**src/rtl/pwm_pkg.sv**
```systemverilog
// Shared types, default widths and the duty stepping helper for the PWM ramp sequencer.
package pwm_pkg;

    localparam int unsigned DEF_BIT_WIDTH = 8;
    localparam int unsigned DEF_HOLD_W    = 16;
    localparam int unsigned STEP_CALC_W   = 32;

    typedef enum logic [1:0] {
        IDLE = 2'd0,
        RAMP = 2'd1,
        HOLD = 2'd2
    } state_e;

    // Next duty one step toward target, clamped to target so it never overshoots or wraps.
    // Callers zero-extend narrower operands, so the difference never wraps.
    function automatic logic [STEP_CALC_W-1:0] step_toward(
        input logic [STEP_CALC_W-1:0] duty,
        input logic [STEP_CALC_W-1:0] target,
        input logic [STEP_CALC_W-1:0] step
    );
        logic [STEP_CALC_W-1:0] diff;
        if (target >= duty) begin
            diff        = target - duty;
            step_toward = (diff <= step) ? target : duty + step;
        end else begin
            diff        = duty - target;
            step_toward = (diff <= step) ? target : duty - step;
        end
    endfunction

endpackage

```
**src/rtl/pwm_hold_counter.sv**
```systemverilog
// Counts PWM periods spent holding at the target duty.
module pwm_hold_counter
    import pwm_pkg::*;
#(
    parameter int unsigned HOLD_W = DEF_HOLD_W
) (
    input  logic              clk,
    input  logic              reset,
    input  logic              clear_i,
    input  logic              load_i,
    input  logic [HOLD_W-1:0] load_val_i,
    input  logic              dec_i,
    output logic              last_c
);

    logic [HOLD_W-1:0] cnt_q;
    logic [HOLD_W-1:0] cnt_d;

    // Next count: clear beats load, load beats decrement; never decrements below zero.
    always_comb begin
        cnt_d = cnt_q;
        if (clear_i) begin
            cnt_d = '0;
        end else if (load_i) begin
            cnt_d = load_val_i;
        end else if (dec_i && (cnt_q != '0)) begin
            cnt_d = cnt_q - HOLD_W'(1);
        end
    end

    // Count register with synchronous reset.
    always_ff @(posedge clk) begin
        if (reset) begin
            cnt_q <= '0;
        end else begin
            cnt_q <= cnt_d;
        end
    end

    assign last_c = (cnt_q == HOLD_W'(1));

endmodule

```
**src/rtl/pwm_ramp_sequencer.sv**
```systemverilog
// Ramps the PWM duty toward a commanded target one step per PWM period, then holds it.
module pwm_ramp_sequencer
    import pwm_pkg::*;
#(
    parameter int unsigned          BIT_WIDTH  = DEF_BIT_WIDTH,
    parameter int unsigned          HOLD_W     = DEF_HOLD_W,
    parameter logic [BIT_WIDTH-1:0] RESET_DUTY = '0
) (
    input  logic                 clk,
    input  logic                 reset,
    input  logic                 period_tick,
    input  logic                 cmd_valid,
    output logic                 cmd_ready,
    input  logic [BIT_WIDTH-1:0] cmd_target,
    input  logic [BIT_WIDTH-1:0] cmd_step,
    input  logic [HOLD_W-1:0]    cmd_hold,
    input  logic                 abort,
    output logic [BIT_WIDTH-1:0] duty,
    output logic                 busy,
    output logic                 done
);

    state_e                state_q,  state_d;
    logic [BIT_WIDTH-1:0]  duty_q,   duty_d;
    logic [BIT_WIDTH-1:0]  target_q, target_d;
    logic [BIT_WIDTH-1:0]  step_q,   step_d;
    logic [HOLD_W-1:0]     hold_q,   hold_d;
    logic                  busy_q,   busy_d;
    logic                  done_q,   done_d;

    logic                  hold_clear;
    logic                  hold_load;
    logic                  hold_dec;
    logic                  hold_last;
    logic [BIT_WIDTH-1:0]  next_duty;
    logic                  reached;

    // Candidate duty for the next period and whether it lands on the target.
    assign next_duty = BIT_WIDTH'(step_toward(STEP_CALC_W'(duty_q),
                                              STEP_CALC_W'(target_q),
                                              STEP_CALC_W'(step_q)));
    assign reached   = (next_duty == target_q);

    assign cmd_ready = (state_q == IDLE) && !abort;

    // Next-state, duty update and hold-counter control.
    always_comb begin
        state_d    = state_q;
        duty_d     = duty_q;
        target_d   = target_q;
        step_d     = step_q;
        hold_d     = hold_q;
        done_d     = 1'b0;
        hold_clear = 1'b0;
        hold_load  = 1'b0;
        hold_dec   = 1'b0;

        case (state_q)
            IDLE: begin
                if (cmd_valid && cmd_ready) begin
                    target_d = cmd_target;
                    step_d   = (cmd_step == '0) ? BIT_WIDTH'(1) : cmd_step;
                    hold_d   = cmd_hold;
                    state_d  = RAMP;
                end
            end
            RAMP: begin
                if (abort) begin
                    state_d = IDLE;
                end else if (period_tick) begin
                    duty_d = next_duty;
                    if (reached) begin
                        if (hold_q == '0) begin
                            state_d = IDLE;
                            done_d  = 1'b1;
                        end else begin
                            state_d   = HOLD;
                            hold_load = 1'b1;
                        end
                    end
                end
            end
            HOLD: begin
                if (abort) begin
                    state_d    = IDLE;
                    hold_clear = 1'b1;
                end else if (period_tick) begin
                    hold_dec = 1'b1;
                    if (hold_last) begin
                        state_d = IDLE;
                        done_d  = 1'b1;
                    end
                end
            end
            default: begin
                state_d = IDLE;
            end
        endcase

        busy_d = (state_d != IDLE);
    end

    // State, duty, latched command and status registers.
    always_ff @(posedge clk) begin
        if (reset) begin
            state_q  <= IDLE;
            duty_q   <= RESET_DUTY;
            target_q <= '0;
            step_q   <= '0;
            hold_q   <= '0;
            busy_q   <= 1'b0;
            done_q   <= 1'b0;
        end else begin
            state_q  <= state_d;
            duty_q   <= duty_d;
            target_q <= target_d;
            step_q   <= step_d;
            hold_q   <= hold_d;
            busy_q   <= busy_d;
            done_q   <= done_d;
        end
    end

    pwm_hold_counter #(
        .HOLD_W (HOLD_W)
    ) u_hold_counter (
        .clk        (clk),
        .reset      (reset),
        .clear_i    (hold_clear),
        .load_i     (hold_load),
        .load_val_i (hold_q),
        .dec_i      (hold_dec),
        .last_c     (hold_last)
    );

    assign duty = duty_q;
    assign busy = busy_q;
    assign done = done_q;

endmodule

```
**config.mk**
```make
export PLATFORM = sky130hd
export DESIGN_NAME = pwm_ramp_sequencer
export DESIGN_NICKNAME = d
export VERILOG_FILES = /design/src/rtl/pwm_pkg.sv /design/src/rtl/pwm_hold_counter.sv /design/src/rtl/pwm_ramp_sequencer.sv
export SDC_FILE = /design/constraint.sdc
export NUM_CORES = 1
export LEC_CHECK = 0
export CELL_PAD_IN_SITES_DETAIL_PLACEMENT = 1
export CELL_PAD_IN_SITES_GLOBAL_PLACEMENT = 1
export CORE_AREA = 3 3 117 119
export CTS_CLUSTER_SIZE = 28
export DETAILED_ROUTE_END_ITERATION = 6
export DIE_AREA = 0 0 120 122
export PLACE_DENSITY = 0.89
export SKIP_LAST_GASP = 1
export SYNTH_ARGS = -nofsm -noshare
export SYNTH_HDL_FRONTEND = slang
export SYNTH_SLANG_ARGS = --single-unit
```
**constraint.sdc**
```tcl
create_clock -name clk -period 4.5 [get_ports clk]
set_clock_uncertainty 0.2 [all_clocks]
set_input_delay 0.9 -clock clk [delete_from_list [all_inputs] [get_ports clk]]
set_output_delay 0.9 -clock clk [all_outputs]
set_load 0.1 [all_outputs]
```
==> metrics.csv, run 1 <==
stage,metric,value,unit
outcome,status,"complete, but fails checks",
outcome,failing checks,setup timing,
critical_path,"Max FO, Critical Path",8,
drt,vias per cell,6.25,
critical_path,CP Data Required Time,4.47,ns
final_layout,nets,793,
global_route,initial antenna violation count,0,
hold_path,Hold Path Cell Cnt,2,
synthesis,Avg Synthesized Cell Area,8.06,µm²
synthesis,Post-Synth Simple-Gate Area,23.0,%
synthesis,Adder-Cell Fraction of Synth Area,14.1,%
global_route,Global Route Usage Sum,24.6,%
critical_path,crit path launch type,flop,
floorplanning,Ports,48,
sta,Tcrit/Tclk final,106,%
sta,RSZ-0062 raised after global routing,true,
global_route,vias in the first global route,5405,
global_route,first-pass GRT wire length,28600,µm
floorplanning,Rows,41,
critical_path,Crit Path Category,flop to flop,
final_layout,Post-Layout Cell Count,878,
synthesis,Synth Cell Area,0.00509,mm²
placement,placed cell count,842,
synthesis,async set or reset register ratio after synthesis,0,%
global_route,gr ovfl total,0,
synthesis,"FF+latch count, synth",60,
floorplanning,die width,120,µm
power,power per cell area,399,mW/mm²
synthesis,mux cell area share after synthesis,1.28,%
synthesis,ys flop type,dfxtp_1,
critical_path,Crit path largest cell delay,0.57,ns
critical_path,Register-to-Register Path Depth,23,
synthesis,xor/xnor share of the synthesized area,7.23,%
drt,Routed Antenna Nets,0,
synthesis,number of synthesized flops with an enable pin,0,
synthesis,yosys warns,0,
synthesis,Compound-Gate Fraction of Synth Area,24.7,%
sta,final hold violation count,0,
clock_network,worst skew pair latency,0.34,ns
clock_network,# H-tree levels,3,
synthesis,Synth cell types,74,
drt,Iter 0 DRT Violations,432,
power,VDD IR max,0.286,mV
sta,Worst Max-Slew Pin Slew,1.21,ns
clock_network,TritonCTS clock tree,built,
sta,FMAX,0.209,GHz
drt,DRC,0,
floorplanning,Initial Utilization,40.2,%
synthesis,sequential area share after synthesis,23.6,%
sta,fin. max-slew vios,0,
synthesis,syn_nets,723,
run,max cap viols,0,
placement,Detailed Place HPWL,13600,µm
hold_path,min-delay worst type,flop to flop,
sta,worst setup margin,-0.291,ns
drt,TritonRoute pass-1 iters,5,
floorplanning,die area,0.0146,mm²
floorplanning,Die H,122,µm
clock_network,clock sinks,60,
critical_path,R2R Setup Slk,-0.29,ns
critical_path,Worst setup EP type,flop,
clock_network,# hold bufs at CTS,0,
sta,"Setup violations, final",20,
floorplanning,core region area,0.0127,mm²
sta,Rel. slew slack,19.5,%
final_layout,Antenna diodes,0,
placement,placer congestion estimate,0.998,
drt,Vias,5486,
synthesis,largest family of logic cells by synthesized area,compound AO/OA/AOI/OAI gates,
final_layout,Filler Cell Count,1482,
drt,Total Wirelength,21100,µm
clock_network,Clock transition at path regs,0.07,ns
power,leak pwr,0.00252,µW
critical_path,CP Cell Sequence,"inv_6, ha_4, nor2b_4, o21ai_1, nand2b_1, nand2_1, nand2_1, a21oi_2, o21bai_1, a21oi_1, xnor2_1, ha_1, nand4_1, nor2_2, a211oi_2, a211oi_2, buf_4, o32ai_4, and2_4, or4_4, clkbuf_16, o21ai_2, a21oi_1",
clock_network,TritonCTS buffer count,9,
synthesis,Syn Inst Count,631,
drt,Wirelength per Cell,24.1,µm
critical_path,slowest CP cell,or4_4,
global_route,largest net degree at the start of global routing,34,
placement,"worst slack, placed",-0.258,ns
placement,Port Buf Inserts,47,
final_layout,share of cells above drive strength 1,21.8,%
final_layout,Layout area overhead,31.6,%
sta,minimum clock period,4.79,ns
critical_path,Arrival @ worst endpoint,4.76,ns
clock_network,Root Buffer Master,clkbuf_16,
clock_network,maximum buffer depth of the clock tree,2,
critical path, delay by kind of cell (launching register included):
| family | cells | cell delay (ns) |
|---|---|---|
| DFF | 1 | 0.37 |
| adders and majority gates | 2 | 0.53 |
| and+or+nand+nor | 8 | 1.56 |
| xor gates and xnor gates | 1 | 0.11 |
| AOI/OAI and AO/OA | 9 | 1.41 |
| buffers and inverters | 3 | 0.44 |
cells in the final DEF (no fill, tap or decap), types with 4 or more instances in the layout:
cell              n
nor3_2            7
nor3_1           10
nand2_1          87
nor2_1           33
nor2b_1          12
clkdlybuf4s50_1  46
clkbuf_16        12
nand4_1           7
inv_1            34
o21ai_0           6
a2111oi_0         5
nand3_1           9
dfxtp_2           7
nor3_4           10
dfxtp_4           4
o21a_1            4
buf_4            39
ha_1             46
a21o_1            8
a21oi_1          56
dfxtp_1          49
o221ai_1          4
a211oi_1         14
a211oi_2         14
xor2_1           12
or4_1             7
xnor2_1          30
o21bai_1          5
nor4_1            8
a21oi_2           6
nand2b_1         11
where the power goes:
| part | internal, µW | switching, µW |
|---|---|---|
| clock | 409 | 285 |
| combinational | 581 | 810 |
| sequential | 554 | 31.8 |
| total | 1540 | 1130 |
flip-flops by register name, summed over array words and instances, names as in the netlist:
name                  flops
step_q                    8
duty                      8
target_q                  8
state_q                   2
hold_q                   16
u_hold_counter.cnt_q     16
done                      1
busy                      1
Yosys cell counts, drive strengths merged, types with 9 or more instances:
| library cell | number | area [µm²] |
|---|---|---|
| clkbuf | 21 | 78.8 |
| nor3 | 27 | 185 |
| ha | 51 | 638 |
| nor2 | 36 | 135 |
| o21ai | 9 | 45.0 |
| xnor2 | 30 | 263 |
| nand3 | 9 | 45.0 |
| xor2 | 12 | 105 |
| nor4 | 9 | 62.6 |
| dfxtp | 60 | 1200 |
| a211oi | 29 | 273 |
| nand2 | 89 | 337 |
| nand2b | 11 | 68.8 |
| buf | 11 | 92.6 |
| nor2b | 13 | 81.3 |
| inv | 37 | 139 |
| a21oi | 63 | 315 |
kinds of logic (layout without fill, tap and decap cells):
logic type                 Yosys count  in the layout
and+or+nand+nor                    230            230
AOI/OAI and AO/OA                  170            170
buffers and inverters               69            144
DFF                                 60             60
adders and majority gates           55             55
xor gates and xnor gates            42             42
muxes                                5              5
cell type report:
type	count	area [µm²]	share of cell area, %
clock buffers	10	250	3.74
well taps	172	215	3.21
repair buffers	91	866	12.9
clock inverters	6	45.0	0.673
inverters	37	144	2.15
flip-flops and latches	60	1220	18.3
multi-input cells	502	3950	59.0
metal layers:
layer / GRT usage [%] / vias to the layer above / part of all wire, %
met1: 31.1 / 2655 / 39
met5: 0 / - / 0
met2: 43.0 / 329 / 49
li1: - / 2413 / -
met3: 3.53 / 89 / 8.1
met4: 8.02 / 0 / 4.5
repair_timing:
item	CTS	global route
pin swaps	4	41
endpoints found under the hold margin	0	0
setup buffers	4	14
gates resized for setup	14	64
endpoints found under the setup margin	19	21
cloned	0	2
stage by stage:
| step | hold slack, ns | instance area, µm² | setup TNS, ns | util (%) | total power (µW) |
|---|---|---|---|---|---|
| finish | 0.279 | 6700 | -4.46 | 52.9 | 2670 |
| global route | 0.305 | 6700 | -8.32 | 52.9 | 2770 |
| CTS | 0.279 | 6220 | -0.0284 | 49.1 | 2310 |
| detailed placement | 0.270 | 5830 | -3.93 | 46.0 | 1550 |
| global placement | 0.271 | 5830 | -1.54 | 46.0 | 1500 |
| floorplan | 0.250 | 5130 | 0 | - | 1240 |
path summary, 6_finish.rpt:
| check | from | endpoint |
|---|---|---|
| worst max-delay path | duty[1] | u_hold_counter.cnt_q[1] |
| worst min-delay path | hold_q[5] | hold_q[5] |
| worst max register to register | duty[1] | u_hold_counter.cnt_q[1] |
| worst min register to register | hold_q[5] | hold_q[5] |
Note: power is estimated with default switching activity, not from simulation.
==> run 2: changes to the inputs <==
Settings changed: RECOVER_POWER set to 100.
==> metrics.csv, run 2 (same netlist as run 1, synthesis figures left out) <==
stage,metric,value,unit,change
sta,final hold violation count,0,,unchanged
final_layout,Post-Layout Cell Count,878,,unchanged
drt,Total Wirelength,21100,µm,about the same
critical_path,CP Cell Sequence,"inv_6, ha_4, nor2b_4, o21ai_1, nand2b_1, nand2_1, nand2_1, a21oi_2, o21bai_1, a21oi_1, xnor2_1, ha_1, nand4_1, nor2_2, a211oi_2, a211oi_2, buf_4, o32ai_4, and2_4, or4_4, clkbuf_16, o21ai_2, a21oi_1",,
critical_path,slowest CP cell,or4_4,,
sta,fin. max-slew vios,34,,+34
sta,"Setup violations, final",20,,unchanged
drt,Vias,5471,,-0.27%
power,Design Power,2670,µW,about the same
final_layout,share of cells above drive strength 1,21.8,%,unchanged
run,max cap viols,1,,+1
clock_network,TritonCTS clock tree,built,,
final_layout,"commonest non-fill, non-tap cell in the layout",nand2_1,,
floorplanning,Initial Utilization,40.2,%,unchanged
clock_network,Root Buffer Master,clkbuf_16,,
sta,Tcrit/Tclk final,106,%,about the same
floorplanning,die width,120,µm,unchanged
placement,Detailed Place HPWL,13600,µm,unchanged
global_route,Global Route Usage Sum,24.6,%,unchanged
placement,Port Buf Inserts,47,,unchanged
global_route,vias in the first global route,5405,,unchanged
drt,DRC,0,,unchanged
sta,Fin Hold WS,0.279,ns,unchanged
clock_network,worst skew pair latency,0.34,ns,about the same
hold_path,min-delay worst type,flop to flop,,
sta,worst setup margin,-0.287,ns,+0.00440 ns
critical_path,crit path launch type,flop,,
sta,Rel. slew slack,-16.8,%,-36 points
sta,Worst Max-Slew Pin Slew,1.75,ns,+0.544 ns
critical_path,Crit path largest cell delay,0.57,ns,about the same
clock_network,# H-tree levels,3,,unchanged
sta,minimum clock period,4.79,ns,-0.00440 ns
final_layout,final core occ,52.9,%,unchanged
sta,setup TNS,-4.36,ns,+0.0982 ns
drt,TritonRoute pass-1 iters,6,,+1
global_route,largest net degree at the start of global routing,34,,unchanged
critical_path,Arrival @ worst endpoint,4.76,ns,about the same
power,power per cell area,399,mW/mm²,about the same
clock_network,maximum buffer depth of the clock tree,2,,unchanged
final_layout,Layout area overhead,31.6,%,unchanged
global_route,gr ovfl total,0,,unchanged
final_layout,Regs by FF count,"hold_q: 16 flops, u_hold_counter.cnt_q: 16 flops",,
floorplanning,Ports,48,,unchanged
clock_network,TritonCTS buffer count,9,,unchanged
outcome,status,"complete, but fails checks",,
floorplanning,Die H,122,µm,unchanged
power,P_int,1540,µW,about the same
power,Comb power frac,52.1,%,about the same
drt,Wirelength per Cell,24.0,µm,about the same
global_route,first-pass GRT wire length,28600,µm,unchanged
drt,Routed Antenna Nets,0,,unchanged
floorplanning,Rows,41,,unchanged
drt,vias per cell,6.23,,-0.27%
power,Switch Pwr,1130,µW,+0.11%
sta,RSZ-0062 raised after global routing,true,,
critical_path,Worst setup EP type,flop,,
power,Sequential Power Share,21.9,%,about the same
critical_path,Crit Path Category,flop to flop,,
power,part of the power in the clock network,26.0,%,about the same
final_layout,nets,793,,unchanged
final_layout,most frequent cells in the layout,"nand2_1 (87), a21oi_1 (56), dfxtp_1 (49), ha_1 (46), clkdlybuf4s50_1 (44)",,
placement,placer congestion estimate,0.998,,unchanged
floorplanning,core region area,0.0127,mm²,unchanged
drt,Iter 0 DRT Violations,432,,unchanged
global_route,initial antenna violation count,0,,unchanged
outcome,failing checks,"capacitance limit, slew limit, setup timing",,
critical_path,CP Data Required Time,4.47,ns,about the same
power,VDD IR max,0.286,mV,about the same
clock_network,clock sinks,60,,unchanged
clock_network,Clock transition at path regs,0.07,ns,about the same
power,leak pwr,0.00253,µW,+0.22%
final_layout,Antenna diodes,0,,unchanged
floorplanning,die area,0.0146,mm²,unchanged
critical_path,"Max FO, Critical Path",8,,unchanged
placement,placed cell count,842,,unchanged
power,Switching Share,42.2,%,about the same
sta,FMAX,0.209,GHz,about the same
[run 2: area by class of cell]
cell class	count	area [µm²]
multi-input combinational	502	3950
clock inverter	6	45.0
timing repair buffer	91	866
tap	172	215
inverter	37	144
clock buffer	10	250
sequential	60	1220
fill	1482	5970
[run 2: power by group through the flow]
stage          registers (µW)  logic, µW  clock network [µW]
2_1_floorplan             610        630                   0
3_3_place_gp              590        912                   0
3_5_place_dp              592        958                   0
4_1_cts                   581       1040                 693
5_1_grt                   588       1460                 721
6_report                  586       1390                 695
[run 2: stage by stage]
stage,worst slack [ns],area (µm²)
after global placement,-0.121,5830
after CTS,-0.0284,6220
after detailed placement,-0.258,5830
after global routing,-0.455,6700
final,-0.287,6700
after floorplan,0.0463,5130
[run 2: repair_timing]
| action | CTS | global route |
|---|---|---|
| resized for setup | 14 | 64 |
| hold buffers | 0 | 0 |
| endpoints found under the setup margin | 19 | 21 |
| gates cloned | 0 | 2 |
| buffers inserted | 4 | 14 |
| pin swaps | 4 | 41 |
[run 2: critical path: cells and delay by family, from the launching register on]
kind	cells	cell delay [ns]
and+or+nand+nor	8	1.57
adders and majority gates	2	0.53
buffers and inverters	3	0.44
xor gates and xnor gates	1	0.11
DFF	1	0.37
AOI/OAI and AO/OA	9	1.41
[run 2: path summary, 6_finish.rpt]
kind,from,to,slack (ns),cells past startpoint
worst max register to register,duty[1],u_hold_counter.cnt_q[1],-0.29,23
worst min-delay path,hold_q[5],hold_q[5],0.28,2
worst min register to register,hold_q[5],hold_q[5],0.28,2
worst max-delay path,duty[1],u_hold_counter.cnt_q[1],-0.29,23
[run 2: metal layers]
layer | routed length (µm) | vias to the layer above | track usage [%]
li1 | - | 2412 | -
met3 | 1640 | 84 | 3.53
met1 | 8220 | 2648 | 31.1
met4 | 923 | 0 | 8.02
met2 | 10300 | 327 | 43.0
met5 | 0 | - | 0
